--- src/rtl/ahbl_apb_bridge.sv ---
// AHB-Lite slave to APB3 bridge: each accepted AHB transfer becomes one APB SETUP+ACCESS pair.
// Zero-wait data phase is 2 cycles; PREADY=0 stretches it, and PSLVERR or the timeout produce a two-cycle ERROR.
module ahbl_apb_bridge #(
   parameter int ADDR_W  = 16,
   parameter int TIMEOUT = 255
) (
   input  logic              HCLK,
   input  logic              HRESETn,
   input  logic              HSEL,
   input  logic [31:0]       HADDR,
   input  logic [1:0]        HTRANS,
   input  logic              HWRITE,
   input  logic [31:0]       HWDATA,
   input  logic              HREADY,
   output logic              HREADYOUT,
   output logic [31:0]       HRDATA,
   output logic              HRESP,
   output logic [ADDR_W-1:0] PADDR,
   output logic              PSEL,
   output logic              PENABLE,
   output logic              PWRITE,
   output logic [31:0]       PWDATA,
   input  logic [31:0]       PRDATA,
   input  logic              PREADY,
   input  logic              PSLVERR
);

   localparam int CNT_W = (TIMEOUT < 1) ? 1 : $clog2(TIMEOUT + 1);
   localparam logic [CNT_W-1:0] TMO_VAL = CNT_W'(TIMEOUT);

   typedef enum logic [1:0] {IDLE, SETUP, ACCESS, ERR} state_t;

   state_t            r_state;
   logic              r_psel;
   logic              r_penable;
   logic              r_pwrite;
   logic [ADDR_W-1:0] r_paddr;
   logic [CNT_W-1:0]  r_cnt;

   logic w_go;
   logic w_tmo;
   logic w_done;
   logic w_err_now;
   logic w_accept;
   logic w_unused;

   assign w_go      = HSEL & HTRANS[1] & HREADY;
   assign w_tmo     = (TIMEOUT != 0) && (r_state == ACCESS) && !PREADY && (r_cnt == TMO_VAL);
   assign w_done    = (r_state == ACCESS) & PREADY & ~PSLVERR;
   assign w_err_now = (r_state == ACCESS) & ((PREADY & PSLVERR) | w_tmo);
   // A new address phase is only taken when the previous data phase is finishing.
   assign w_accept  = w_go & ((r_state == IDLE) | (r_state == ERR) | w_done);

   assign HREADYOUT = (r_state == IDLE) | (r_state == ERR) | w_done;
   assign HRESP     = (r_state == ERR) | w_err_now;
   assign HRDATA    = PRDATA;
   assign PWDATA    = HWDATA;
   assign PADDR     = r_paddr;
   assign PSEL      = r_psel;
   assign PENABLE   = r_penable;
   assign PWRITE    = r_pwrite;

   assign w_unused  = ^{HADDR[31:ADDR_W], HTRANS[0]};

   always_ff @(posedge HCLK or negedge HRESETn) begin
      if (!HRESETn) begin
         r_state   <= IDLE;
         r_psel    <= 1'b0;
         r_penable <= 1'b0;
         r_pwrite  <= 1'b0;
         r_paddr   <= '0;
         r_cnt     <= '0;
      end else begin
         if (w_accept) begin
            r_paddr  <= HADDR[ADDR_W-1:0];
            r_pwrite <= HWRITE;
         end
         case (r_state)
            IDLE: begin
               if (w_accept) begin
                  r_state   <= SETUP;
                  r_psel    <= 1'b1;
                  r_penable <= 1'b0;
               end
            end
            SETUP: begin
               r_state   <= ACCESS;
               r_psel    <= 1'b1;
               r_penable <= 1'b1;
               r_cnt     <= '0;
            end
            ACCESS: begin
               if (w_err_now) begin
                  // The APB transfer is abandoned on the way into ERR.
                  r_state   <= ERR;
                  r_psel    <= 1'b0;
                  r_penable <= 1'b0;
               end else if (PREADY) begin
                  r_state   <= w_accept ? SETUP : IDLE;
                  r_psel    <= w_accept;
                  r_penable <= 1'b0;
               end else begin
                  r_cnt     <= r_cnt + 1'b1;
               end
            end
            ERR: begin
               r_state   <= w_accept ? SETUP : IDLE;
               r_psel    <= w_accept;
               r_penable <= 1'b0;
            end
            default: begin
               r_state   <= IDLE;
               r_psel    <= 1'b0;
               r_penable <= 1'b0;
            end
         endcase
      end
   end

endmodule

--- config.mk ---
export PLATFORM = sky130hd
export DESIGN_NAME = ahbl_apb_bridge
export DESIGN_NICKNAME = d
export VERILOG_FILES = /design/src/rtl/ahbl_apb_bridge.sv
export SDC_FILE = /design/constraint.sdc
export NUM_CORES = 1
export LEC_CHECK = 0
export ABC_AREA = 0
export BUFFER_PORTS_ARGS = -buffer_cell sky130_fd_sc_hd__buf_2
export CORE_MARGIN = 10
export CORE_UTILIZATION = 37
export CTS_BUF_LIST = sky130_fd_sc_hd__clkbuf_4
export CTS_CLUSTER_DIAMETER = 40
export DETAILED_ROUTE_END_ITERATION = 12
export GPL_TIMING_DRIVEN = 0
export PLACE_DENSITY_LB_ADDON = 0.08
export SLEW_MARGIN = 20
export SYNTH_ARGS = -nofsm -noshare
export SYNTH_HDL_FRONTEND = slang
export SYNTH_SLANG_ARGS = --single-unit
--- constraint.sdc ---
create_clock -name HCLK -period 2.5 [get_ports HCLK]
set_input_delay 0.125 -clock HCLK [delete_from_list [all_inputs] [get_ports HCLK]]
set_output_delay 0.125 -clock HCLK [all_outputs]
set_load 0.05 [all_outputs]
==> summary.md <==
| Metric | Value |
|---|---|
| IO Pins | 190 |
| Placed Cells | 354 |
| Seq/Total Area, Yosys | 38.03% |
| Instance count of the mapped netlist | 176 |
| PwrDens | 1112 nW/um^2 |
| Reg2reg end | PENABLE$_DFFE_PN0P_ |
| Crit path DAT | 2.20 ns |
| Clock slew at reported path FFs | 0.09 ns |
| R2R Setup Slk | 0.41 ns |
| Clk buf depth | 2 |
| Synth top area share | 38.03% |
| Core region area | 5042 um^2 |
| CP Capture Type | output port |
| CTS tree | built |
| Post-Syn Area | 1908 um^2 |
| Vias per cell | 4.354 |
| Hold WC Path Type | in2reg |
| Final setup fails | 0 |
| Synth area leaders | dfrtp_1, buf_4, mux2_2, ha_1, nand3_1 |
| CTS buffer count | 5 |
| Commonest non-fill, non-tap cell in the layout | buf_2 |
| VDD IR max | 0.0005883 V |
| Clk pwr share | 13.1% |
| Startpoint Class | flop |
| Syn. warnings | 0 |
| Die span in y | 91.81 um |
| Util after Layout | 52.41% |
| Skew-Pair Late Insertion Delay | 0.32 ns |
| Clk root buf | clkbuf_4 |
| Sw Share | 51.60% |
| Worst hold start | HADDR[1] |
| Slew Limit Fails | 0 |
| Most frequent cells in the layout | buf_2, buf_4, dfrtp_1, mux2_2, nand3_1 |
| Req. time, crit path | 2.38 ns |
| Max Freq | 0.4310 GHz |
| Ys async rst share | 100.0% |
| Final hold vios | 0 |
| RR Startpoint | r_state[0]$_DFFE_PN0P_ |
| Hold depth | 2 |
| Fin Setup TNS | 0 ns |
| Dpl hpwl | 4854 um |
| CTS HTree Levels | 2 |
| Final Critical Period | 2.320 ns |
| Port Buffer Count | 108 |
| Cell variety after synth | 34 |
| Syn_area_per_cell | 10.84 um^2 |
| Worst Reg2Reg Path Length in Cells | 6 |
| Seq pwr share | 26.1% |
| Post-CTS setup buffer count | 0 |
| Routed WL per cell | 15.43 um |
| Post-Syn Nets | 287 |
| Total track usage | 12.49% |
| Row cnt | 26 |
| Clk_skew | 0.002784 ns |
| First-pass GRT wire length | 8804 um |
| Die Footprint | 8429 um^2 |
| Worst Path Class, Setup | reg2out |
| Final period util | 92.80% |
| Non-filler cells, final | 364 |
| Worst-Margin Slew | 0.6581 ns |
| Relative slew slack | 56.13% |
| Nets@finish | 404 |
| Hold Path Sink | PADDR[1]$_DFFE_PN0P_ |
| Grt ovf | 0 |
| Clock Sinks | 29 |
| Total Power Consumption | 2938 uW |
| Vias in the first global route | 1733 |
| Crit-path max FO | 8 |
| Pin count of the biggest net entering global routing | 30 |
| RSZ-0062 raised after global routing | no |
| Max_cap viols | 0 |
| Ys flop type | dfrtp_1 |
| DR vias | 1585 |
| Net Sw Power | 1516 uW |
| Status | complete, no violations |
| Initial core utilization | 37.84% |
| Filler Cell Count | 498 |
| Internal Pwr Total | 1422 uW |
| Number of enable flip-flop cells after synthesis | 0 |
| Routed wire length | 5618 um |
| Placer Congestion | 0.7276 |
| Starting DRC count in detailed routing | 31 |
| Initial antenna violation count | 0 |
| Final ANT Viol Nets | 0 |
| # DRC | 0 |
| Die X | 91.81 um |
| Diodes inserted | 0 |
| Synth-to-layout area growth | 38.49% |
| Pre-Repair DR Iteration Count | 4 |
| Layout cells sized above 1 | 70.75% |
| Yosys reg bits | 29 |
| Combinational Power Share | 60.8% |
| Leading area contributor after synthesis | dfrtp_1 |
| Cell leakage power | 0.001425 uW |
==> metal layers <==
metal | up-vias | routed length [um] | global-route usage, %
met5 | - | 0 | 0
met3 | 7 | 506 | 6.520
met2 | 62 | 3210 | 23.28
met4 | 0 | 59 | 2.314
li1 | 778 | - | -
met1 | 738 | 1841 | 12.08
==> metrics by stage <==
stage	hold slack, ns	worst slack (ns)	instance area, um^2
after CTS	0.01505	0.007898	2625
after detailed placement	0.1959	0.3076	2536
after global placement	0.1996	0.2975	2536
after global routing	0.00002928	0.02350	2643
final	0.02800	0.1800	2643
after floorplan	-0.1706	0.5957	1908
==> cell families (layout without fill, tap and decap cells) <==
logic type	Yosys count	count (layout)	synth area share, %
buf+inv	70	188	27.15
flops	29	29	38.03
simple gates	28	28	8.590
compound gates	22	22	10.10
mux	21	21	12.20
fa+ha+maj	6	6	3.934
==> critical path: stages, from the launching register on <==
cell	delay (ns)
dfrtp_1	0.45
inv_1	0.15
ha_2	0.28
or2b_1	0.27
o31ai_2	0.29
or2_2	0.17
buf_2	0.25
==> worst max-delay path by stage <==
stage,from,end,slack [ns],cells after the start
after floorplan,r_state[0]$_DFFE_PN0P_,PENABLE$_DFFE_PN0P_,0.60,6
after global placement,r_state[0]$_DFFE_PN0P_,PENABLE$_DFFE_PN0P_,0.30,6
after detailed placement,r_state[0]$_DFFE_PN0P_,PENABLE$_DFFE_PN0P_,0.31,6
after CTS,r_state[0]$_DFFE_PN0P_,HRESP,0.008,6
after global routing,r_state[0]$_DFFE_PN0P_,HRESP,0.02,6
final,r_state[0]$_DFFE_PN0P_,HRESP,0.18,6
==> synth_stat cells (2+ instances only) <==
cell and n:
o31ai_1 2, a21oi_1 2, nand2_1 5, nand3_1 8, o311ai_0 2, dfrtp_1 29, inv_1 4, mux2i_1 3
nor2_1 3, a211oi_1 2, and2b_1 2, o21a_1 2, or4_1 2, ha_1 6, mux2_2 18, buf_4 65
o41ai_1 2, o21ai_0 3
==> power groups by stage <==
stage          clock [uW]  combinational (uW)  sequential [uW]
6_report              386                1790              766
5_1_grt               427                1900              789
4_1_cts               397                1810              768
3_5_place_dp            0                1810              776
3_3_place_gp            0                1800              769
2_1_floorplan           0                 878             1310
==> layout make-up <==
type / instances / area, um^2 / share of cell area (%)
Sequential cell: 29 / 725.7 / 27.46
Multi-Input combinational cell: 77 / 671.9 / 25.43
Timing Repair Buffer: 110 / 560.5 / 21.21
Buffer: 66 / 503.0 / 19.03
Tap cell: 70 / 87.58 / 3.314
Clock buffer: 6 / 45.04 / 1.705
Clock inverter: 2 / 33.78 / 1.278
Inverter: 4 / 15.01 / 0.5682
==> registers in the layout (all words and copies together) (netlist names) <==
| name | count |
|---|---|
| PADDR | 16 |
| r_cnt | 8 |
| PENABLE | 1 |
| r_state | 2 |
| PWRITE | 1 |
| PSEL | 1 |
==> what timing repair did <==
action,CTS,global route
setup endpoints to repair,0,1
hold endpoints to repair,29,1
gates resized for setup,0,2
hold buffers,1,1
Power figures use the tool's default switching activity.
